[src/rtl/mem_arb_pkg.sv]
// Shared types for the two-requester memory-port arbiter: FSM states,
// requester identities, the forwarded request bundle and the tie-break rule.
package mem_arb_pkg;

    localparam int BUS_ADDR_WIDTH = 32;
    localparam int BUS_DATA_WIDTH = 32;

    typedef enum logic [1:0] {
        IDLE      = 2'd0,
        BUSY_CORE = 2'd1,
        BUSY_DBG  = 2'd2
    } arb_state_t;

    typedef enum logic {
        REQ_CORE = 1'b0,
        REQ_DBG  = 1'b1
    } requester_t;

    typedef struct packed {
        logic                      read;
        logic                      write;
        logic [BUS_ADDR_WIDTH-1:0] addr;
        logic [BUS_DATA_WIDTH-1:0] wdata;
        logic [2:0]                f3;
    } mem_req_t;

    // A lone requester always wins; on a tie the side that did not finish last wins.
    function automatic requester_t rr_pick(input logic core_req, input logic dbg_req,
                                           input logic last_dbg);
        if (core_req && dbg_req) return last_dbg ? REQ_CORE : REQ_DBG;
        if (dbg_req)             return REQ_DBG;
        return REQ_CORE;
    endfunction

endpackage

[src/rtl/mem_arb_mux.sv]
// Combinational steering between the two requesters and the memory port:
// forwards the selected request and routes read data / completion back to it.
module mem_arb_mux
    import mem_arb_pkg::*;
#(
    parameter int DATA_WIDTH = BUS_DATA_WIDTH
) (
    input  requester_t            sel,
    input  logic                  active,
    input  mem_req_t              core_req,
    input  mem_req_t              dbg_req,
    output mem_req_t              fwd_req,
    input  logic [DATA_WIDTH-1:0] mem_rdata,
    input  logic                  mem_complete,
    output logic [DATA_WIDTH-1:0] core_rdata,
    output logic [DATA_WIDTH-1:0] dbg_rdata,
    output logic                  core_complete,
    output logic                  dbg_complete
);

    always_comb begin
        // NOTE: every output gets a default first so no path through the block infers a latch.
        fwd_req       = '0;
        core_rdata    = '0;
        dbg_rdata     = '0;
        core_complete = 1'b0;
        dbg_complete  = 1'b0;
        if (active) begin
            if (sel == REQ_DBG) begin
                fwd_req      = dbg_req;
                dbg_rdata    = mem_rdata;
                dbg_complete = mem_complete;
            end else begin
                fwd_req       = core_req;
                core_rdata    = mem_rdata;
                core_complete = mem_complete;
            end
            fwd_req.read = fwd_req.read & ~fwd_req.write;
        end
    end

endmodule

[src/rtl/mem_arbiter.sv]
// Round-robin arbiter sharing one memory port between the core and the debug module;
// a grant stays locked to its owner until the transaction completes or is withdrawn.
module mem_arbiter
    import mem_arb_pkg::*;
#(
    parameter int ADDR_WIDTH = BUS_ADDR_WIDTH,
    parameter int DATA_WIDTH = BUS_DATA_WIDTH,
    parameter int FIRST_PRIO = 0
) (
    input  logic                  clk,
    input  logic                  rst,
    input  logic                  core_read,
    input  logic                  core_write,
    input  logic [ADDR_WIDTH-1:0] core_addr,
    input  logic [DATA_WIDTH-1:0] core_wdata,
    input  logic [2:0]            core_f3,
    output logic [DATA_WIDTH-1:0] core_rdata,
    output logic                  core_complete,
    input  logic                  dbg_read,
    input  logic                  dbg_write,
    input  logic [ADDR_WIDTH-1:0] dbg_addr,
    input  logic [DATA_WIDTH-1:0] dbg_wdata,
    input  logic [2:0]            dbg_f3,
    output logic [DATA_WIDTH-1:0] dbg_rdata,
    output logic                  dbg_complete,
    output logic                  mem_read,
    output logic                  mem_write,
    output logic [ADDR_WIDTH-1:0] mem_addr,
    output logic [DATA_WIDTH-1:0] mem_wdata,
    output logic [2:0]            mem_f3,
    input  logic [DATA_WIDTH-1:0] mem_rdata,
    input  logic                  mem_complete,
    output logic                  gnt_dbg
);

    arb_state_t state;
    logic       last_dbg;
    logic       core_req;
    logic       dbg_req;
    logic       active;
    requester_t sel;
    mem_req_t   core_bus;
    mem_req_t   dbg_bus;
    mem_req_t   fwd_bus;

    assign core_req = core_read | core_write;
    assign dbg_req  = dbg_read | dbg_write;

    // Request bundles are sized by the package bus widths; wider ports get truncated.
    assign core_bus = '{read: core_read, write: core_write,
                        addr: BUS_ADDR_WIDTH'(core_addr),
                        wdata: BUS_DATA_WIDTH'(core_wdata), f3: core_f3};
    assign dbg_bus  = '{read: dbg_read, write: dbg_write,
                        addr: BUS_ADDR_WIDTH'(dbg_addr),
                        wdata: BUS_DATA_WIDTH'(dbg_wdata), f3: dbg_f3};

    // In BUSY the owner is forwarded only while it keeps its request up.
    always_comb begin
        sel    = REQ_CORE;
        active = 1'b0;
        case (state)
            IDLE: begin
                sel    = rr_pick(core_req, dbg_req, last_dbg);
                active = core_req | dbg_req;
            end
            BUSY_CORE: begin
                sel    = REQ_CORE;
                active = core_req;
            end
            BUSY_DBG: begin
                sel    = REQ_DBG;
                active = dbg_req;
            end
            default: ;
        endcase
        if (rst) active = 1'b0;
    end

    mem_arb_mux #(.DATA_WIDTH(DATA_WIDTH)) u_mux (
        .sel           (sel),
        .active        (active),
        .core_req      (core_bus),
        .dbg_req       (dbg_bus),
        .fwd_req       (fwd_bus),
        .mem_rdata     (mem_rdata),
        .mem_complete  (mem_complete),
        .core_rdata    (core_rdata),
        .dbg_rdata     (dbg_rdata),
        .core_complete (core_complete),
        .dbg_complete  (dbg_complete)
    );

    assign mem_read  = fwd_bus.read;
    assign mem_write = fwd_bus.write;
    assign mem_addr  = ADDR_WIDTH'(fwd_bus.addr);
    assign mem_wdata = DATA_WIDTH'(fwd_bus.wdata);
    assign mem_f3    = fwd_bus.f3;

    assign gnt_dbg = !rst && ((state == BUSY_DBG) || (state == IDLE && active && sel == REQ_DBG));

    always_ff @(posedge clk) begin
        // NOTE: state registers use non-blocking assignments so every flop samples pre-edge values.
        if (rst) begin
            state    <= IDLE;
            last_dbg <= (FIRST_PRIO == 0);
        end else begin
            case (state)
                IDLE: begin
                    if (active) begin
                        if (mem_complete) last_dbg <= (sel == REQ_DBG);
                        else              state    <= (sel == REQ_DBG) ? BUSY_DBG : BUSY_CORE;
                    end
                end
                BUSY_CORE, BUSY_DBG: begin
                    if (!active) begin
                        state <= IDLE;
                    end else if (mem_complete) begin
                        state    <= IDLE;
                        last_dbg <= (sel == REQ_DBG);
                    end
                end
                default: state <= IDLE;
            endcase
        end
    end

endmodule

[config.mk]
export PLATFORM = sky130hd
export DESIGN_NAME = mem_arbiter
export DESIGN_NICKNAME = d
export VERILOG_FILES = /design/src/rtl/mem_arb_pkg.sv /design/src/rtl/mem_arb_mux.sv /design/src/rtl/mem_arbiter.sv
export SDC_FILE = /design/constraint.sdc
export NUM_CORES = 1
export LEC_CHECK = 0
export CAP_MARGIN = 10
export CORE_AREA = 2 2 119 121
export CTS_CLUSTER_DIAMETER = 200
export DETAILED_ROUTE_END_ITERATION = 8
export DIE_AREA = 0 0 121 123
export PLACE_DENSITY = 0.65
export SYNTH_ARGS = -nofsm -noshare
export SYNTH_HDL_FRONTEND = slang
export SYNTH_SLANG_ARGS = --single-unit
[constraint.sdc]
create_clock -name clk -period 2.91 [get_ports clk]
set_clock_uncertainty 0.05 [all_clocks]
set_input_delay 0.291 -clock clk [delete_from_list [all_inputs] [get_ports clk]]
set_output_delay 0.291 -clock clk [all_outputs]
set_load 0.02 [all_outputs]
==> results of run 1 <==
-- final cells by class --
type                    count  area [um2]
flip-flops and latches      3        60.1
repair buffers            333        3290
clock buffers               4        78.8
fillers                  1440        8430
well taps                 180         225
multi-input cells         298        1510
inverters                   3        11.3
-- cells in the final DEF, fill, tap and decap left out, types with 2 or more instances in the layout --
cell,Yosys,final
clkdlybuf4s50_1,0,173
nand2_1,136,136
a21oi_1,70,70
and2_1,66,66
dlymetal6s2s_1,0,52
dlygate4sd2_1,0,50
clkbuf_2,0,30
buf_4,0,16
clkbuf_16,0,4
buf_6,0,4
buf_12,0,4
inv_1,3,3
ha_1,4,3
dfxtp_1,3,3
o22ai_1,2,2
nor2_4,0,2
nand3b_1,2,2
o32ai_1,2,2
clkdlybuf4s15_1,0,2
-- through the flow --
step           setup WS (ps)  utilization  hold slack, ps  area, um2  std cells
2_1_floorplan            613            -             335       1660        332
3_3_place_gp            -400        0.372             529       5060        813
3_5_place_dp            -421        0.372             530       5060        813
4_1_cts                 2.12        0.376             548       5110        819
5_1_grt                -7.74        0.381             607       5180        821
6_report                 109        0.381             543       5180        821
-- critical path, stage by stage --
cell and delay [ps]:
clkdlybuf4s50_1 550, o22ai_1 120, a211o_2 470, buf_12 220, nor2_2 170, buf_6 170, and2_1 130, clkdlybuf4s15_1 310
-- sequential cells by signal, summed over array words and instances, names as in the netlist --
name and count:
last_dbg 1, state 2
-- report_power, final --
part           switching (mW)  internal [mW]
clock                  0.0367          0.181
sequential            0.00757         0.0537
combinational            1.65           1.31
total                    1.69           1.55
-- logic make-up (layout without fill, tap and decap cells) --
logic type,Yosys count,in the layout,share of synthesized area
fa+ha+maj,4,4,0.0302
compound gates,81,81,0.263
simple gates,211,212,0.592
buf+inv,32,340,0.0732
mux,1,1,0.00604
flops,3,3,0.0362
-- worst min path at each step --
stage | start | end | slack, ps | depth (start not counted)
floorplan | rst | last_dbg | 340 | 1
global placement | last_dbg | last_dbg | 530 | 2
detailed placement | last_dbg | last_dbg | 530 | 2
CTS | last_dbg | last_dbg | 550 | 2
global route | last_dbg | last_dbg | 610 | 2
finish | last_dbg | last_dbg | 540 | 2
-- cell usage after synthesis --
library cell / n / area, um2
nand2_1: 136 / 510
nand3b_1: 2 / 15.0
ha_1: 4 / 50.1
nor2_2: 1 / 6.26
a21oi_1: 70 / 350
a2111oi_0: 1 / 8.76
a211o_1: 2 / 17.5
inv_1: 3 / 11.3
nor2_1: 2 / 7.51
and2_1: 66 / 413
a31o_2: 1 / 8.76
clkbuf_1: 27 / 101
o21ai_0: 1 / 5.00
a31oi_1: 1 / 6.26
buf_1: 1 / 3.75
o22ai_1: 2 / 12.5
a41oi_1: 1 / 8.76
dfxtp_1: 3 / 60.1
o32ai_1: 2 / 17.5
mux2i_1: 1 / 10.0
nor2b_1: 1 / 6.26
nand2b_1: 1 / 6.26
or4b_1: 1 / 10.0
or2_2: 1 / 6.26
buf_2: 1 / 5.00
-- routing by layer --
metal,vias to the layer above,global-route usage,wire length (um)
met4,0,0.0203,138
met3,14,0.0434,1230
met5,-,0,0
met2,184,0.250,5900
li1,1689,-,-
met1,1483,0.162,4710
-- what timing repair did --
action,4_1_cts,5_1_grt
buffers inserted,1,0
setup endpoints to repair,135,117
pin swaps,2,1
cloned,1,2
gates resized for setup,88,120
==> out/qor.yml, run 1 <==
rows: 43
maxCapViolations: 0
io_buffer_count: 308
status: "completed"
grt_use_total: 0.138
startpoint_type: "input port"
fmax_mhz: 357
dr.first_iter.drc_count: 101
hold_viol_final: 0
crit_type: "input port to output port"
vias_per_cell: 4.10
gp_congestion: 0.795
ys_types: 25
antenna_found_initial: 0
gr-total-overflow: 0
crit_path_end_kind: "output port"
r2r_start: "state[1]"
area_delta_synth_final_pct: 213
finalCritPeriodShare: 0.962
grt_start_max_net_pins: 72
postCtsHoldBufs: 0
drive_gt1_frac: 0.105
worst_pin_slew_ps: 490
core_um2: 13600
drc: 0
clockBufferDepth: 2
power_density_nw_per_um2: 625
wl_mm: 12.0
r2r_end: "state[0]"
htree_levels: 1
p_leak_nw: 3.07
num-nets-final: 819
cts_sinks: 3
numCtsBuffers: 3
rrSetupSlack_ps: 640
ys_seq_area_frac: 0.0362
finalPower_mw: 3.24
cp_max_fo: 36
postSynthAreaPerCell_um2: 4.99
ys_ff_latch: 3
critPathArrivalTime_ps: 2460
routedWlPerCell_um: 14.6
drt-pass1-iter-count: 4
root_buffer: "clkbuf_16"
required_ps: 2570
slew_violations: 0
n_antenna_cell: 0
clk_pin_slew_worst_paths_ps: 30
critPathLaunch: "core_write"
synthCells: 332
worst_skew_pair.late_latency_ps: 220
rsz0062_at_grt: "true"
rr_worst_depth: 8
synth_nets: 509
start_util: 0.122
worstSetupEndpoint: "dbg_rdata[11]"
grt_pass1_wl_mm: 16.6
hold_class: "flip-flop to flip-flop"
io_pins: 309
fin_tns_setup_ps: 0
period_minus_slack_ps: 2800
dp_hpwl_mm: 8.91
cts_tree: "yes"
ant_nets: 0
ys_warn_count: 0
synth_area_um2: 1660
irDropWorstVdd_v: 0.000306
die_h_um: 123
via_count: 3370
finalSetupViolations: 0
max_slew_margin: 0.665
die_w_um: 121
grt_pass1_vias: 3242
dieArea_um2: 14900
Note: power is estimated with default switching activity, not from simulation.
==> inputs of run 2 (changes only) <==
Settings changed: TNS_END_PERCENT from default to 1.
==> out/qor.yml, run 2 (same netlist as run 1, synthesis figures left out) <==
dp_hpwl_mm: 8.91  # unchanged
slew_violations: 0  # unchanged
largest_register_ffs: 2  # unchanged
power_density_nw_per_um2: 604  # -3.3%
finalPower_mw: 3.03  # -6.5%
fin_tns_setup_ps: 0  # unchanged
critPathArrivalTime_ps: 2450  # about the same
finalSetupViolations: 0  # unchanged
combPwrFrac: 0.908  # -0.006
hold_viol_final: 0  # unchanged
grt_use_total: 0.135  # -0.00243
max_slew_margin: 0.578  # -0.0870
fillers: 1466  # +1.8%
die_w_um: 121  # unchanged
reg.largest.list: "state x2, last_dbg x1"
grt_start_max_net_pins: 72  # unchanged
p_int_mw: 1.40  # -9.7%
wl_met3_mm: 1.20  # -2.4%
crit_type: "flip-flop to output port"
wl_met2_mm: 5.42  # -8.1%
clockBufferDepth: 2  # unchanged
dp.cells: 813  # unchanged
rr_worst_depth: 8  # unchanged
drive_gt1_frac: 0.0942  # -0.0103
via_count: 3282  # -2.6%
grt_pass1_wl_mm: 16.3  # -1.5%
required_ps: 2570  # about the same
die_h_um: 123  # unchanged
crit_path_end_kind: "output port"
antenna_found_initial: 0  # unchanged
ant_nets: 0  # unchanged
io_pins: 309  # unchanged
status: "completed"
rrSetupSlack_ps: 750  # +110 ps
maxCapViolations: 0  # unchanged
rsz0062_at_grt: "true"
fin_hold_ws_ps: 546  # +3.23 ps
min_from: "last_dbg"
rows: 43  # unchanged
area_delta_synth_final_pct: 202
dr.first_iter.drc_count: 110  # +8.9%
startpoint_type: "flip-flop"
htree_levels: 1  # unchanged
period_minus_slack_ps: 2800  # -5.14 ps
drt-pass1-iter-count: 4  # unchanged
stdcell_area_um2: 5010  # -3.3%
vias_per_cell: 4.02  # -2.1%
top_register: "state"
postCtsHoldBufs: 0  # unchanged
r2r_end: "state[1]"
finalCritPeriodShare: 0.961  # -0.00177
gr-total-overflow: 0  # unchanged
layout_commonest_cell: "clkdlybuf4s50_1"
worst_skew_pair.late_latency_ps: 220  # about the same
fin_util: 0.368  # -0.0127
clk_pin_slew_worst_paths_ps: 30  # about the same
dieArea_um2: 14900  # unchanged
fin_ws_ps: 114  # +5.14 ps
most-common-layout-cells: "173 x clkdlybuf4s50_1, 136 x nand2_1, 77 x dlygate4sd2_1"
min_to: "last_dbg"
cts_tree: "yes"
dp_slack_ps: -421  # unchanged
p_leak_nw: 2.69  # -12%
hold_class: "flip-flop to flip-flop"
start_util: 0.122  # unchanged
holdPathStages: 2  # unchanged
cts_sinks: 3  # unchanged
seq_power_share: 0.020  # about the same
grt_pass1_vias: 3214  # -0.86%
met1_length_mm: 4.45  # -5.7%
irDropWorstVdd_v: 0.000346  # +13%
numCtsBuffers: 3  # unchanged
switching_share: 0.539  # +0.0165
drc: 0  # unchanged
r2r_start: "state[1]"
highest-signal-layer: "met4"
gp_congestion: 0.795  # unchanged
wl_mm: 11.1  # -7.0%
core_um2: 13600  # unchanged
root_buffer: "clkbuf_16"
cp_max_fo: 71  # +97%
final_cells: 817  # -0.49%
cts_setup_buffers: 0  # -1
routedWlPerCell_um: 13.6  # -6.5%
pwr-share-clk: 0.072  # +0.005
place_area_um2: 5060  # unchanged
fmax_mhz: 358  # +0.18%
n_antenna_cell: 0  # unchanged
num-nets-final: 815  # -0.49%
p_sw_mw: 1.63  # -3.5%
worst_pin_slew_ps: 632  # +142 ps
io_buffer_count: 308  # unchanged
==> run 2: what timing repair did <==
item / 4_1_cts / 5_1_grt
pin swaps: 1 / 2
endpoints found under the setup margin: 135 / 88
gates resized for setup: 117 / 88
gates cloned: 0 / 0
==> run 2: worst max path at each step <==
| stage | startpoint | end | cells past startpoint |
|---|---|---|---|
| global route | state[1] | core_rdata[23] | 8 |
| floorplan | state[0] | mem_addr[15] | 8 |
| detailed placement | dbg_write | core_rdata[23] | 6 |
| global placement | dbg_write | core_rdata[23] | 6 |
| finish | state[1] | dbg_rdata[11] | 10 |
| CTS | dbg_write | mem_read | 8 |
==> run 2: area by class of cell <==
| type | instances | area, um2 | area share |
|---|---|---|---|
| sequential | 3 | 60.1 | 0.0120 |
| inverter | 3 | 11.3 | 0.00225 |
| multi-input combinational | 297 | 1510 | 0.301 |
| tap | 180 | 225 | 0.0450 |
| timing repair buffer | 330 | 3130 | 0.624 |
| clock buffer | 4 | 78.8 | 0.0157 |
==> run 2: worst max-delay path: stages (launching register included) <==
cell and delay [ps]:
dfxtp_1 320, inv_1 80, buf_4 110, ha_1 150, o22ai_2 90, a211o_2 390
buf_12 210, nor2_2 160, buf_4 200, and2_1 130, dlygate4sd2_1 340
==> run 2: per-layer routing <==
layer / track usage / up-vias
li1: - / 1678
met1: 0.162 / 1428
met2: 0.239 / 168
met3: 0.0438 / 8
met4: 0.0225 / 0
met5: 0 / -
==> run 2: power by group through the flow <==
stage / Sequential [mW] / Clock, mW / Combinational [mW]
2_1_floorplan: 0.0602 / 0 / 1.51
3_3_place_gp: 0.0619 / 0 / 3.02
3_5_place_dp: 0.0617 / 0 / 3.01
4_1_cts: 0.0613 / 0.222 / 2.80
5_1_grt: 0.0637 / 0.227 / 2.97
6_report: 0.0614 / 0.217 / 2.75
==> inputs of run 3 (changes only) <==
--- a/config.mk
+++ b/config.mk
@@ -12,3 +12,5 @@
 export DIE_AREA = 0 0 121 123
+export HOLD_SLACK_MARGIN = 0.15
 export PLACE_DENSITY = 0.65
+export REMOVE_ABC_BUFFERS = 1
 export SYNTH_ARGS = -nofsm -noshare
--- a/constraint.sdc
+++ b/constraint.sdc
@@ -4,2 +4,2 @@
 set_output_delay 0.291 -clock clk [all_outputs]
-set_load 0.02 [all_outputs]
+set_load 0.005 [all_outputs]
==> out/qor.yml, run 3 (same netlist as run 1, synthesis figures left out) <==
fin_tns_setup_ps: 0  # unchanged
worst_pin_slew_ps: 506  # -126 ps
critPathSlowestCell: "clkdlybuf4s50_1"
status: "completed"
power_density_nw_per_um2: 544  # -10%
max_slew_margin: 0.654  # +0.0762
required_ps: 2570  # about the same
slew_violations: 0  # unchanged
grt_pass1_wl_mm: 15.8  # -3.3%
finalCritPeriodShare: 0.972  # +0.0113
gr-total-overflow: 0  # unchanged
critPathArrivalTime_ps: 2490  # +40 ps
dr.first_iter.drc_count: 146  # +33%
met2_usage: 0.225  # -0.0144
regArea_um2: 60.1  # unchanged
drt-pass1-iter-count: 4  # unchanged
core_um2: 13600  # unchanged
grt_start_max_net_pins: 47  # -35%
crit_path_end_kind: "output port"
vias_per_cell: 4.01  # -0.12%
most-common-layout-cells: "308 x clkdlybuf4s50_1, 136 x nand2_1, 68 x a21oi_1"
io_pins: 309  # unchanged
via_count: 3266  # -0.49%
p_leak_nw: 2.01  # -25%
crit_type: "input port to output port"
wl_mm: 10.7  # -4.0%
grt_use_total: 0.129  # -0.00613
grt_pass1_vias: 3055  # -4.9%
rsz0062_at_grt: "true"
io_buffer_count: 308  # unchanged
dieArea_um2: 14900  # unchanged
use_met1: 0.170  # +0.00723
period_minus_slack_ps: 2830  # +32.9 ps
finalPower_mw: 2.82  # -6.8%
htree_levels: 1  # unchanged
reg.largest.list: "state x2, last_dbg x1"
combPwrFrac: 0.902  # -0.006
fmax_mhz: 354  # -1.2%
top_usage_layer: "met2"
p_int_mw: 1.69  # +21%
clk_pin_slew_worst_paths_ps: 30  # about the same
critical_path.cell_chain: "clkdlybuf4s50_1 -> or2_2 -> a31o_2 -> buf_4 -> nor2_2 -> buf_12 -> and2_1 -> clkdlybuf4s50_1"
ant_nets: 0  # unchanged
cts_tree: "yes"
top_register: "state"
finalSetupViolations: 0  # unchanged
worst_skew_pair.late_latency_ps: 220  # about the same
maxCapViolations: 0  # unchanged
drive_gt1_frac: 0.0489  # -0.0453
cpPeakStageDelay_ps: 500  # +110 ps
p_sw_mw: 1.13  # -31%
switching_share: 0.400  # -0.139
largest_register_ffs: 2  # unchanged
cts_sinks: 3  # unchanged
cpMostUsedCell: "clkdlybuf4s50_1"
gp_congestion: 0.851  # +7.1%
pwr-share-clk: 0.076  # +0.004
root_buffer: "clkbuf_16"
met3_usage: 0.0254  # -0.0185
die_w_um: 121  # unchanged
numCtsBuffers: 3  # unchanged
layout_commonest_cell: "clkdlybuf4s50_1"
hold_class: "flip-flop to flip-flop"
irDropWorstVdd_v: 0.000211  # -39%
multi_input_area_um2: 1510  # -0.25%
num-nets-final: 812  # -0.37%
seq_power_share: 0.022  # +0.002
die_h_um: 123  # unchanged
dp_hpwl_mm: 8.83  # -0.87%
start_util: 0.122  # unchanged
postCtsHoldBufs: 0  # unchanged
startpoint_type: "input port"
clockBufferDepth: 2  # unchanged
area_delta_synth_final_pct: 213
routedWlPerCell_um: 13.1  # -3.6%
fillers: 1405  # -4.2%
hold_viol_final: 0  # unchanged
n_antenna_cell: 0  # unchanged
antenna_found_initial: 0  # unchanged
cp_max_fo: 33  # -54%
drc: 0  # unchanged
rows: 43  # unchanged
## run 3: cell count changes in the layout (fill, tap and decap cells not counted), sizes merged
cell / before / now
clkdlybuf4s50: 173 / 308
dlymetal6s2s: 23 / 0
clkbuf: 30 / 4
clkdlybuf4s15: 8 / 0
buf: 23 / 19
dlygate4sd2: 77 / 0
## run 3: repair_timing
| item | 4_1_cts | 5_1_grt |
|---|---|---|
| resized for setup | 0 | 6 |
| buffers inserted | 0 | 0 |
| endpoints found under the hold margin | 0 | 0 |
| endpoints found under the setup margin | 0 | 89 |
## run 3: final timing paths
kind	startpoint	endpoint	slack, ps	depth (start not counted)
hold / removal	state[1]	state[1]	520	2
setup reg to reg	state[0]	state[1]	670	7
hold reg to reg	state[1]	state[1]	520	2
setup / recovery	dbg_write	core_rdata[25]	80	8
## run 3: worst max-delay path: cells and delay by family
family	cells	cell delay [ps]
simple gates	3	610
buf+inv	4	1270
compound gates	1	290
## run 3: final cells by class
class,instances,share of cell area
timing repair buffer,327,0.638
multi-input combinational,297,0.290
tap,180,0.0434
clock buffer,4,0.0152
sequential,3,0.0116
inverter,3,0.00217
## run 3: metal layers
metal	part of all wire	vias up
li1	-	1674
met1	0.42	1440
met2	0.50	144
met3	0.075	8
met4	0.0079	0
met5	0	-
## run 3: stage by stage
step | util | hold WS (ps) | instance area [um2] | std cells | worst slack [ps]
floorplan | - | 335 | 1550 | 303 | -2310
global placement | 0.374 | 514 | 5090 | 810 | 111
detailed placement | 0.374 | 515 | 5090 | 810 | 103
CTS | 0.380 | 519 | 5170 | 814 | 13.1
global route | 0.381 | 560 | 5190 | 814 | -9.13
finish | 0.381 | 521 | 5190 | 814 | 81.4
## run 3: power by group through the flow
stage | clock network [mW] | logic, mW | registers, mW
floorplan | 0 | 0.972 | 0.0602
global placement | 0 | 2.55 | 0.0630
detailed placement | 0 | 2.55 | 0.0632
CTS | 0.218 | 2.56 | 0.0628
global route | 0.227 | 2.79 | 0.0652
finish | 0.215 | 2.54 | 0.0631
